`config.mk`:
```
export PLATFORM = sky130hd
export DESIGN_NAME = ram_arbiter
export DESIGN_NICKNAME = d
export VERILOG_FILES = /design/src/rtl/ram_arbiter.sv
export SDC_FILE = /design/constraint.sdc
export NUM_CORES = 1
export LEC_CHECK = 0
export CORE_MARGIN = 8
export CORE_UTILIZATION = 36
export DETAILED_ROUTE_END_ITERATION = 12
export PLACE_DENSITY = 0.91
export SYNTH_ARGS = -nofsm -noshare
export SYNTH_HDL_FRONTEND = slang
export SYNTH_SLANG_ARGS = --single-unit
```
`constraint.sdc`:
```
create_clock -name clk -period 1.7 [get_ports clk]
set_input_delay 0.34 -clock clk [delete_from_list [all_inputs] [get_ports clk]]
set_output_delay 0.34 -clock clk [all_outputs]
set_load 0.02 [all_outputs]
```
`src/rtl/ram_arbiter.sv`:
```
// Two-port round-robin front end for a single-port, async-read RAM.
// After reset an optional sequencer zero-fills the RAM before any grant is issued.
module ram_arbiter #(
    parameter int ADDR_WIDTH = 3,
    parameter int RAM_WIDTH  = 8,
    parameter int INIT_EN    = 1
) (
    input  logic                  clk,
    input  logic                  rst_n,
    input  logic                  a_req,
    input  logic                  a_we,
    input  logic [ADDR_WIDTH-1:0] a_addr,
    input  logic [15:0]           a_wdata,
    output logic                  a_gnt,
    output logic [15:0]           a_rdata,
    output logic                  a_rvalid,
    input  logic                  b_req,
    input  logic                  b_we,
    input  logic [ADDR_WIDTH-1:0] b_addr,
    input  logic [15:0]           b_wdata,
    output logic                  b_gnt,
    output logic [15:0]           b_rdata,
    output logic                  b_rvalid,
    output logic [ADDR_WIDTH-1:0] ram_address,
    output logic                  ram_load,
    output logic [15:0]           ram_in,
    input  logic [15:0]           ram_out,
    output logic                  init_done
);

    typedef enum logic {ST_INIT, ST_RUN} state_e;

    localparam logic                  SKIP_FILL = (INIT_EN == 0);
    localparam logic [ADDR_WIDTH-1:0] LAST_ADDR = ADDR_WIDTH'(RAM_WIDTH - 1);

    state_e                state_q, state_d;
    logic [ADDR_WIDTH-1:0] cnt_q, cnt_d;
    logic                  last_b_q, last_b_d;
    logic                  init_done_q, init_done_d;
    logic [15:0]           a_rdata_q, a_rdata_d, b_rdata_q, b_rdata_d;
    logic                  a_rvalid_q, a_rvalid_d, b_rvalid_q, b_rvalid_d;
    logic                  a_sel, b_sel;

    // On a tie the requester that was not served last wins.
    assign a_sel = (state_q == ST_RUN) && a_req && (!b_req || last_b_q);
    assign b_sel = (state_q == ST_RUN) && b_req && !a_sel;

    always_ff @(posedge clk or negedge rst_n) begin
        if (!rst_n) begin
            state_q     <= SKIP_FILL ? ST_RUN : ST_INIT;
            cnt_q       <= '0;
            last_b_q    <= 1'b1;
            init_done_q <= SKIP_FILL;
            a_rdata_q   <= '0;
            b_rdata_q   <= '0;
            a_rvalid_q  <= 1'b0;
            b_rvalid_q  <= 1'b0;
        end else begin
            state_q     <= state_d;
            cnt_q       <= cnt_d;
            last_b_q    <= last_b_d;
            init_done_q <= init_done_d;
            a_rdata_q   <= a_rdata_d;
            b_rdata_q   <= b_rdata_d;
            a_rvalid_q  <= a_rvalid_d;
            b_rvalid_q  <= b_rvalid_d;
        end
    end

    always_comb begin
        state_d     = state_q;
        cnt_d       = cnt_q;
        last_b_d    = last_b_q;
        init_done_d = init_done_q;
        a_rdata_d   = a_rdata_q;
        b_rdata_d   = b_rdata_q;
        a_rvalid_d  = 1'b0;
        b_rvalid_d  = 1'b0;
        case (state_q)
            ST_INIT: begin
                cnt_d = cnt_q + 1'b1;
                if (cnt_q == LAST_ADDR) begin
                    state_d     = ST_RUN;
                    init_done_d = 1'b1;
                end
            end
            ST_RUN: begin
                if (a_sel) begin
                    last_b_d = 1'b0;
                    if (!a_we) begin
                        a_rdata_d  = ram_out;
                        a_rvalid_d = 1'b1;
                    end
                end
                if (b_sel) begin
                    last_b_d = 1'b1;
                    if (!b_we) begin
                        b_rdata_d  = ram_out;
                        b_rvalid_d = 1'b1;
                    end
                end
            end
            default: ;
        endcase
    end

    // Load and grants are gated by rst_n so nothing leaks out while reset is held.
    always_comb begin
        ram_address = a_addr;
        ram_in      = '0;
        ram_load    = 1'b0;
        a_gnt       = 1'b0;
        b_gnt       = 1'b0;
        if (state_q == ST_INIT) begin
            ram_address = cnt_q;
            ram_load    = rst_n;
        end else if (a_sel) begin
            ram_address = a_addr;
            ram_in      = a_wdata;
            ram_load    = a_we & rst_n;
            a_gnt       = rst_n;
        end else if (b_sel) begin
            ram_address = b_addr;
            ram_in      = b_wdata;
            ram_load    = b_we & rst_n;
            b_gnt       = rst_n;
        end
    end

    assign a_rdata   = a_rdata_q;
    assign b_rdata   = b_rdata_q;
    assign a_rvalid  = a_rvalid_q;
    assign b_rvalid  = b_rvalid_q;
    assign init_done = init_done_q;

endmodule
```
==> summary.txt, run 1 <==
Timing
  • Slew Limit Fails: 0
  • Tightest Pin Transition: between 0.5 and 0.6 ns
  • RSZ-0062 raised after global routing: yes
  • Max_slew headroom: 66.6%
  • Final period util: 115%
  • Worst hold slack: 0.129 ns
  • Endpoints failing setup: 21
  • Final Hold Fails: 0
  • Final worst slack: -0.249 ns
  • Skew final: 0.00683 ns
  • Min Tclk post-route: between 1.5 and 2 ns
  • Max Freq: 513 MHz

Critical path
  • Critical path, cell by cell: and2_4 > nor2_4 > buf_6 > o31a_1 > buf_6
  • Slowest CP cell: dfstp_2
  • Critical path buffers and inverters: 2
  • FF-to-FF setup slack: 0.09 ns
  • Crit. End Element: primary output
  • Largest delay contributor family on the critical path: flip-flops
  • CP startpoint kind: flip-flop
  • Reg2reg start: last_b_q
  • Crit Path Class: flip-flop to primary output
  • WP data arrival: 1.61 ns
  • R2R Path End: a_rdata[10]
  • Slowest Stage Delay on Critical Path: 0.59 ns
  • CP most frequent cell: buf_6
  • Crit path max fanout: 4
  • WP data required: 1.36 ns
  • Number of cells on the worst reg-to-reg path: 5

Place
  • Hpwl dp: 4770 um
  • Routability cong.: 0.857
  • Placed cell area: about 3100 um^2
  • Pre-CTS setup slack: -0.772 ns
  • # port buffers: ~120

Yosys
  • Cell count after synthesis: 125
  • Top_reg_cell synth: dfrtp_1
  • Post-synthesis async set-or-reset flop share: 100%
  • Yosys cell types: 25
  • Most common cell in the synthesized netlist: dfrtp_1
  • Adder-Cell Fraction of Synth Area: approximately 1.4%
  • Synth Area in Compound Gates: 11.4%
  • XOR/XNOR Fraction of Synth Area: less than 1%
  • Multiplexer area fraction after synthesis: between 20% and 30%
  • Largest family of logic cells by synthesized area: multiplexers
  • Post-Synthesis Cell Area: 1780 um^2
  • Syn Area/Cell: 14.3 um^2
  • Register area share after synthesis: 56.2%
  • Flops & latches, synth: 40
  • Simple-gate share of the synthesized area: 5.41%
  • Syn Nets: 187
  • Synth top cells by count: dfrtp_1, mux2_2, a22o_1
  • Area contributors post-synth: dfrtp_1, mux2_2, a22o_1, mux2_1, nor3_4
  • Ys Warns: 0
  • Post-synth top area share: 54.8%
  • Yosys top cell by area: dfrtp_1
  • EDFF count, synth: 0

Clocking
  • Clock Path Buffers: 2
  • H-tree depth: 2
  • CTS tree: yes
  • Worst-skew pair later-pin latency: 0.29 ns
  • # hold bufs at CTS: 0
  • Clock sinks: 40
  • Clock slew at reported path FFs: ~0.08 ns
  • CTS Root Buffer Type: clkbuf_8
  • TritonCTS buffer count: 5

Final layout
  • Fin area: around 3300 um^2
  • Ant. Diodes: 0
  • Nets@finish: 324
  • Area delta synth->final: 86.3%
  • Layout cells sized above 1: 32.7%

Floorplan
  • Die ar.: 7460 um^2
  • I/O pin count: 117
  • Initial Util: 37.5%
  • Rows: 25
  • Die Ht: 86.4 um
  • DIE WIDTH: 86.4 um
  • Std-Cell Core Area: 4750 um^2

Power
  • P_sw: slightly below 1 mW
  • Int Pwr: about 2.3 mW
  • Sequential Power Share: 36.8%
  • Pwr dens: 981 nW/um^2
  • Logic pwr share: 38.1%
  • Sw Ratio: 30.0%
  • Leakage power: 1.45 nW
  • Max VDD drop: between 0.7 and 0.8 mV
  • Clock network fraction of total power: 25.1%

Detailed routing
  • Top layer in use: met4
  • 1st-pass router iterations: 3
  • Vias/cell: 4.85
  • Met3 WL: 562 um
  • Detailed Route Iter0 Violations: 56
  • Detailed-route DRC error count: 0
  • DRT met1 WL: 2040 um
  • DRT Wirelength: 6040 um
  • Antenna-violating nets left: 0
  • Metal2 WL: between 3000 and 4000 um
  • DR WL/cell: between 15 and 20 um
  • Vias: 1600

Global route
  • Largest net degree at the start of global routing: 41
  • Gr usage total: about 16%
  • Total congestion overflow: 0
  • Initial antenna violation count: 0
  • Vias in the first global route: 1767
  • First-pass GRT wire length: between 9000 and 10000 um

Hold path
  • Worst hold path class: primary input to asynchronous set/reset pin

Run
  • Max-cap violations: 0

Run status
  • Violated checks: setup timing
  • Status: finished, violations left
worst register-to-register path, stage by stage, from the launching register on:
cell,delay [ns]
dfstp_2,0.59
nor2b_4,0.06
buf_6,0.12
nor3_4,0.19
buf_12,0.18
mux2_2,0.35
layout make-up:
class | instances | area, um^2
clock inverter | 2 | 38.8
tap | 67 | 83.8
clock buffer | 6 | 82.6
sequential | 40 | 1000
fill | 369 | 1440
multi-input combinational | 78 | 762
inverter | 2 | 7.51
timing repair buffer | 135 | 1340
logic make-up after synthesis:
family,after synthesis
flops,40
mux,36
compound gates,25
simple gates,14
buf+inv,7
fa+ha+maj,2
xor+xnor,1
how the worst max path moves through the flow:
stage | from | slack (ns) | end | cells past startpoint
6_report | last_b_q | -0.25 | ram_address[0] | 5
5_1_grt | last_b_q | -0.31 | ram_in[1] | 5
4_1_cts | last_b_q | -0.25 | ram_in[1] | 5
2_1_floorplan | last_b_q | 0.02 | ram_in[10] | 4
3_3_place_gp | a_req | -0.72 | ram_in[6] | 6
3_5_place_dp | a_req | -0.77 | ram_in[1] | 6
cells in the final DEF, fill, tap and decap left out, types with 2 or more instances in the layout:
master | Yosys | routed
ha_1 | 2 | 2
clkbuf_8 | 0 | 6
a22o_1 | 17 | 17
mux2_2 | 25 | 25
buf_4 | 0 | 17
buf_2 | 2 | 2
dfrtp_1 | 39 | 39
dlygate4sd2_1 | 0 | 2
nor2_1 | 4 | 2
clkdlybuf4s50_1 | 0 | 91
buf_12 | 0 | 2
mux2_1 | 9 | 9
a21oi_1 | 4 | 4
inv_1 | 2 | 2
buf_6 | 2 | 21
nor3_4 | 2 | 2
mux2i_1 | 2 | 2
per-layer routing:
layer  global-route usage (%)  up-vias
met5                        0        -
met4                     6.26        0
met3                     6.43       12
met2                     30.8       69
met1                     15.5      785
li1                         -      734
power groups by stage:
stage               clock [mW]  combinational (mW)  sequential [mW]
detailed placement           0                1.22             1.22
global route             0.870                1.30             1.22
finish                   0.817                1.24             1.20
floorplan                    0               0.323             1.41
global placement             0                1.19             1.20
CTS                      0.841                1.26             1.20
stage by stage:
step	setup TNS, ns	total power [mW]	utilization (%)	instances
5_1_grt	-5.73	3.40	69.8	330
3_5_place_dp	-24.82	2.44	66.1	320
4_1_cts	-4.45	3.30	69.8	330
2_1_floorplan	0	1.73	-	125
6_report	-4.37	3.26	69.8	330
3_3_place_gp	-23.07	2.40	66.1	320
sequential cells by signal (all words and copies together), names as in the netlist:
signal	cells
a_rdata	16
b_rdata	16
cnt_q	3
a_rvalid	1
b_rvalid	1
init_done	1
last_b_q	1
state_q	1
what timing repair did:
action / in CTS / in global routing
pin swaps: 21 / 0
gates cloned: 1 / 0
setup buffers: 2 / 0
endpoints found under the setup margin: 22 / 22
resized for setup: 142 / 0
Power figures use the tool's default switching activity.
==> run 2: changes to the inputs <==
CORE_MARGIN = 3   (was 8)
REMOVE_ABC_BUFFERS = 1   (was not set)
==> run 2 against run 1 <==
The flow still finishes with violations (setup timing). Fmax up 2.4%. Routed wire length down 0.71%. Global-route usage grew 3.4 points. Clock power fell by 18%. Worst setup slack better by 0.045 ns. Sequential power hardly changed. Critical path type unchanged. Highest routed layer unchanged.
==> summary.txt, run 2 (same netlist as run 1, synthesis figures left out) <==
Clocking
  • CTS Root Buffer Type: clkbuf_8
  • Clock Path Buffers: 2 (unchanged)
  • CTS tree: yes
  • H-tree depth: 2 (unchanged)
  • Worst-skew pair later-pin latency: 0.29 ns (about the same)
  • TritonCTS buffer count: 5 (unchanged)
  • Clock sinks: 40 (unchanged)
  • Clock slew at reported path FFs: 0.08 ns (about the same)
  • # hold bufs at CTS: 0 (unchanged)

Global route
  • Total congestion overflow: 0 (unchanged)
  • First-pass GRT wire length: 9050 um (-4.9%)
  • Largest net degree at the start of global routing: 41 (unchanged)
  • Gr usage total: 19.8% (+3.4 points)
  • Initial antenna violation count: 0 (unchanged)
  • Vias in the first global route: 1716 (-2.9%)

Hold path
  • Worst hold path class: primary input to asynchronous set/reset pin

Timing
  • Max_slew headroom: 67.8% (+1.2 points)
  • Final worst slack: -0.203 ns (+0.0454 ns)
  • Max Freq: 525 MHz (+2.4%)
  • Skew final: 0.00829 ns (+0.00146 ns)
  • Min Tclk post-route: 1.90 ns (-0.0454 ns)
  • Slew Limit Fails: 0 (unchanged)
  • Endpoints failing setup: 38 (+81%)
  • RSZ-0062 raised after global routing: yes
  • Final period util: 112% (-2.7 points)
  • Setup TNS: -6.36 ns (-1.99 ns)
  • Tightest Pin Transition: 0.483 ns (-0.0183 ns)
  • Final Hold Fails: 0 (unchanged)

Detailed routing
  • Detailed-route DRC error count: 0 (unchanged)
  • 1st-pass router iterations: 4 (+1)
  • Antenna-violating nets left: 0 (unchanged)
  • Vias/cell: 4.90 (+1.1%)
  • Vias: 1622 (+1.4%)
  • DR WL/cell: 18.1 um (-1.0%)
  • DRT Wirelength: 6000 um (-0.71%)
  • Detailed Route Iter0 Violations: 30 (-46%)

Critical path
  • Largest delay contributor family on the critical path: flip-flops
  • Crit Path Class: flip-flop to primary output
  • Crit path max fanout: 3 (-1)
  • Slowest Stage Delay on Critical Path: 0.56 ns (-0.03 ns)
  • Critical path buffers and inverters: 3 (+1)
  • WP data arrival: 1.56 ns (-0.05 ns)
  • Critical path, cell by cell: buf_12 > nor2b_4 > buf_6 > nand3b_1 > a21oi_2 > buf_6
  • CP startpoint kind: flip-flop
  • Slowest CP cell: dfstp_2
  • CP most frequent cell: buf_6
  • Crit. End Element: primary output
  • WP data required: 1.36 ns (about the same)

Final layout
  • Commonest non-fill, non-tap cells in the layout: clkdlybuf4s50_1, dfrtp_1, buf_6
  • # fillers: 297 (-20%)
  • Ant. Diodes: 0 (unchanged)
  • Leading cell type in the layout, fill and taps excluded: clkdlybuf4s50_1
  • Storage element area: 1000 um^2 (unchanged)
  • Area delta synth->final: 93.8%
  • Footprint of the multi-input gates: 823 um^2 (+8.0%)
  • Nets@finish: 328 (+1.2%)
  • Layout cells sized above 1: 33.5% (+0.76 points)

Run status
  • Status: finished, violations left
  • Violated checks: setup timing

Power
  • Max VDD drop: 0.659 mV (-16%)
  • Leakage power: 1.54 nW (+6.0%)
  • Pwr dens: 932 nW/um^2 (-5.0%)

Place
  • Routability cong.: 0.694 (-19%)
  • Hpwl dp: 4090 um (-14%)
  • # port buffers: 116 (unchanged)
  • Pre-CTS setup slack: -0.748 ns (+0.0243 ns)

Floorplan
  • Initial Util: 39.0% (+1.6 points)
  • Die ar.: 5830 um^2 (-22%)
  • Std-Cell Core Area: 4560 um^2 (-4.0%)
  • Rows: 24 (-4.0%)
  • DIE WIDTH: 76.4 um (-12%)
  • Die Ht: 76.4 um (-12%)
  • I/O pin count: 117 (unchanged)

Run
  • Max-cap violations: 0 (unchanged)
## run 2: area by class of cell
class                      instances  share of cell area (%)
timing repair buffer             139                    41.8
sequential                        40                    29.0
inverter                           2                   0.217
tap                               65                    2.36
clock buffer                       7                    2.79
multi-input combinational         78                    23.8
## run 2: timing repair
action | 4_1_cts | 5_1_grt
pin swaps | 19 | 4
gates resized for setup | 150 | 13
gates cloned | 1 | 2
endpoints found under the setup margin | 22 | 38
hold endpoints to repair | 0 | 0
buffers inserted | 4 | 1
## run 2: final timing paths
check,from,endpoint,slack [ns],cells past startpoint
max,last_b_q,ram_load,-0.20,6
min,rst_n,b_rdata[13],0.12,2
max reg2reg,last_b_q,a_rdata[12],-0.19,8
min reg2reg,init_done,init_done,0.47,1
max in group asynchronous,rst_n,last_b_q,1.22,2
min in group clk,init_done,init_done,0.47,1
## run 2: stage by stage
stage | hold WS (ns) | cell area, um^2 | total power, mW | cells | util (%)
final | 0.117 | 3450 | 3.22 | 331 | 75.7
after global routing | 0.154 | 3450 | 3.37 | 331 | 75.7
after CTS | 0.127 | 3340 | 3.18 | 328 | 73.1
after detailed placement | 0.447 | 3130 | 2.41 | 317 | 68.5
after global placement | 0.438 | 3130 | 2.39 | 317 | 68.5
after floorplan | 0.0444 | 1750 | 1.72 | 120 | -
## run 2: routing by layer
layer  wire [um]  track usage (%)  share of wire, %
met1        2270             20.8                38
met2        3120             35.5                52
met3         497             7.21               8.3
met4         110             8.15               1.8
met5           0                0                 0
## run 2: where the power goes
part	switching (mW)	internal (mW)
Clock	0.312	0.361
Sequential	0.0912	1.12
Combinational	0.572	0.765
==> run 3: changes to the inputs <==
==> constraint.sdc (replaced) <==
create_clock -name clk -period 1.7 [get_ports clk]
set_input_delay 0.34 -clock clk [delete_from_list [all_inputs] [get_ports clk]]
set_output_delay 0.34 -clock clk [all_outputs]
set_load 0.05 [all_outputs]
==> run 3 against run 2 <==
The flow still finishes with violations (setup timing). Routed wire length increased by 6.6%. Die area unchanged. Combinational power increased by 40%. Global-route usage increased by 0.43 points. Sequential power about the same. Worst setup slack got worse by 0.10 ns. Via count decreased by 0.43%. Clock power decreased by 13%. Clock skew increased by 0.0011 ns. Clock-buffer cell count decreased by 1. First-iteration DRC count increased by 17%. Critical path type unchanged.
==> summary.txt, run 3 (same netlist as run 1, synthesis figures left out) <==
Timing
  • Final period util: 118% (+6.0 points)
  • Final worst slack: -0.305 ns (-0.102 ns)
  • Min Tclk post-route: 2.01 ns (+0.102 ns)
  • Skew final: 0.00939 ns (+0.00110 ns)
  • Worst hold slack: 0.110 ns (-0.00687 ns)
  • Max_slew headroom: 67.8% (about the same)
  • Setup TNS: -5.62 ns (+0.743 ns)
  • Tightest Pin Transition: 0.483 ns (-0.000365 ns)
  • Max Freq: 499 MHz (-5.1%)
  • RSZ-0062 raised after global routing: yes
  • Final Hold Fails: 0 (unchanged)
  • Endpoints failing setup: 22 (-42%)
  • Slew Limit Fails: 0 (unchanged)

Power
  • P_sw: 1.49 mW (+53%)
  • Clock network fraction of total power: 16.0% (-4.9 points)
  • Leakage power: 1.58 nW (+2.9%)
  • Pwr dens: 1030 nW/um^2 (+11%)
  • Sw Ratio: 40.8% (+10 points)
  • Max VDD drop: 0.895 mV (+36%)
  • Logic pwr share: 51.0% (+9.5 points)
  • Int Pwr: 2.17 mW (-3.2%)
  • Power consumption: 3.66 mW (+14%)
  • Sequential Power Share: 33.0% (-4.5 points)

Final layout
  • Fin area: 3540 um^2 (+2.6%)
  • Finished Core Util: 77.6% (+1.9 points)
  • Nets@finish: 322 (-1.8%)
  • Ant. Diodes: 0 (unchanged)
  • Area delta synth->final: 98.8%
  • Final std cells w/o fill: 325 (-1.8%)
  • Commonest non-fill, non-tap cells in the layout: clkdlybuf4s50_1, buf_4, dfrtp_1
  • Layout cells sized above 1: 50.8% (+17 points)
  • Leading cell type in the layout, fill and taps excluded: clkdlybuf4s50_1

Critical path
  • CP startpoint: last_b_q
  • WP data arrival: 1.67 ns (+0.11 ns)
  • Crit Path Class: flip-flop to primary output
  • WP data required: 1.36 ns (about the same)
  • CP startpoint kind: flip-flop
  • Crit. End Element: primary output
  • Crit path max fanout: 7 (+4)
  • FF-to-FF setup slack: 0.08 ns (+0.27 ns)
  • Number of cells on the worst reg-to-reg path: 5 (-3)
  • R2R Path End: a_rdata[8]
  • Reg2reg start: last_b_q

Detailed routing
  • DR WL/cell: 19.7 um (+8.5%)
  • DRT Wirelength: 6390 um (+6.6%)
  • Vias: 1615 (-0.43%)
  • Detailed Route Iter0 Violations: 35 (+17%)
  • Detailed-route DRC error count: 0 (unchanged)
  • Antenna-violating nets left: 0 (unchanged)
  • Vias/cell: 4.97 (+1.4%)
  • 1st-pass router iterations: 4 (unchanged)

Place
  • Routability cong.: 0.754 (+8.7%)
  • Pre-CTS setup slack: -0.925 ns (-0.178 ns)
  • Placed cell area: 3220 um^2 (+3.0%)
  • # port buffers: 116 (unchanged)
  • Hpwl dp: 4340 um (+6.2%)
  • DP Cell Count: 312 (-1.6%)

Run status
  • Status: finished, violations left
  • Violated checks: setup timing

Floorplan
  • Rows: 24 (unchanged)
  • DIE WIDTH: 76.4 um (unchanged)
  • Initial Util: 39.0% (unchanged)
  • Die ar.: 5830 um^2 (unchanged)
  • Std-Cell Core Area: 4560 um^2 (unchanged)
  • I/O pin count: 117 (unchanged)
  • Die Ht: 76.4 um (unchanged)

Run
  • Max-cap violations: 0 (unchanged)

Clocking
  • Clock slew at reported path FFs: 0.07 ns (about the same)
  • CTS tree: yes
  • Worst-skew pair later-pin latency: 0.29 ns (about the same)
  • Clock Path Buffers: 2 (unchanged)
  • CTS Root Buffer Type: clkbuf_8
  • TritonCTS buffer count: 5 (unchanged)
  • H-tree depth: 2 (unchanged)
  • # hold bufs at CTS: 0 (unchanged)
  • Clock sinks: 40 (unchanged)

Global route
  • Initial antenna violation count: 0 (unchanged)
  • Largest net degree at the start of global routing: 41 (unchanged)
  • Vias in the first global route: 1746 (+1.7%)
  • Total congestion overflow: 0 (unchanged)
  • First-pass GRT wire length: 9270 um (+2.4%)
  • Gr usage total: 20.2% (+0.43 points)

Hold path
  • Worst hold path class: primary input to asynchronous set/reset pin
## run 3: cell count changes in the layout (fill, tap and decap cells not counted), moves of 11 or more
cell / change
buf_4: +28
clkdlybuf4s50_1: -35
mux2_2: +16
mux2_4: -16
buf_12: +22
a22o_4: +11
a22o_1: -11
buf_6: -20
## run 3: worst max-delay path: stages, from the launching register on
cell       delay (ns)
dfstp_2          0.57
and2_4           0.18
nor2_4           0.05
clkbuf_16        0.16
a22o_4           0.26
buf_12           0.15
## run 3: cell type report
| class | instances | area [um^2] |
|---|---|---|
| timing repair buffer | 133 | 1490 |
| fill | 275 | 1020 |
| clock buffer | 6 | 72.6 |
| tap | 65 | 81.3 |
| clock inverter | 1 | 5.00 |
| inverter | 2 | 7.51 |
| multi-input combinational | 78 | 881 |
| sequential | 40 | 1000 |
## run 3: what timing repair did
| item | CTS | global route |
|---|---|---|
| setup endpoints to repair | 22 | 22 |
| gates resized for setup | 17 | 12 |
| pin swaps | 10 | 7 |
| setup buffers | 5 | 2 |
| cloned | 0 | 1 |
## run 3: worst max path at each step
| stage | end | depth (start not counted) |
|---|---|---|
| final | ram_in[7] | 5 |
| after global routing | ram_in[7] | 5 |
| after CTS | ram_address[0] | 5 |
| after detailed placement | ram_in[6] | 5 |
| after global placement | ram_in[11] | 5 |
| after floorplan | ram_in[0] | 3 |
## run 3: power by group through the flow
stage	clock [mW]	combinational, mW	sequential, mW
floorplan	0	0.430	1.78
finish	0.584	1.87	1.21
detailed placement	0	1.76	1.22
global route	0.638	1.93	1.23
CTS	0.599	1.81	1.21
global placement	0	1.73	1.21
## run 3: per-layer routing
| metal | vias to the layer above | wire, um | track usage (%) |
|---|---|---|---|
| met3 | 13 | 534 | 6.97 |
| met1 | 787 | 2210 | 21.8 |
| li1 | 729 | - | - |
| met5 | - | 0 | 0 |
| met4 | 0 | 219 | 4.89 |
| met2 | 86 | 3420 | 37.7 |
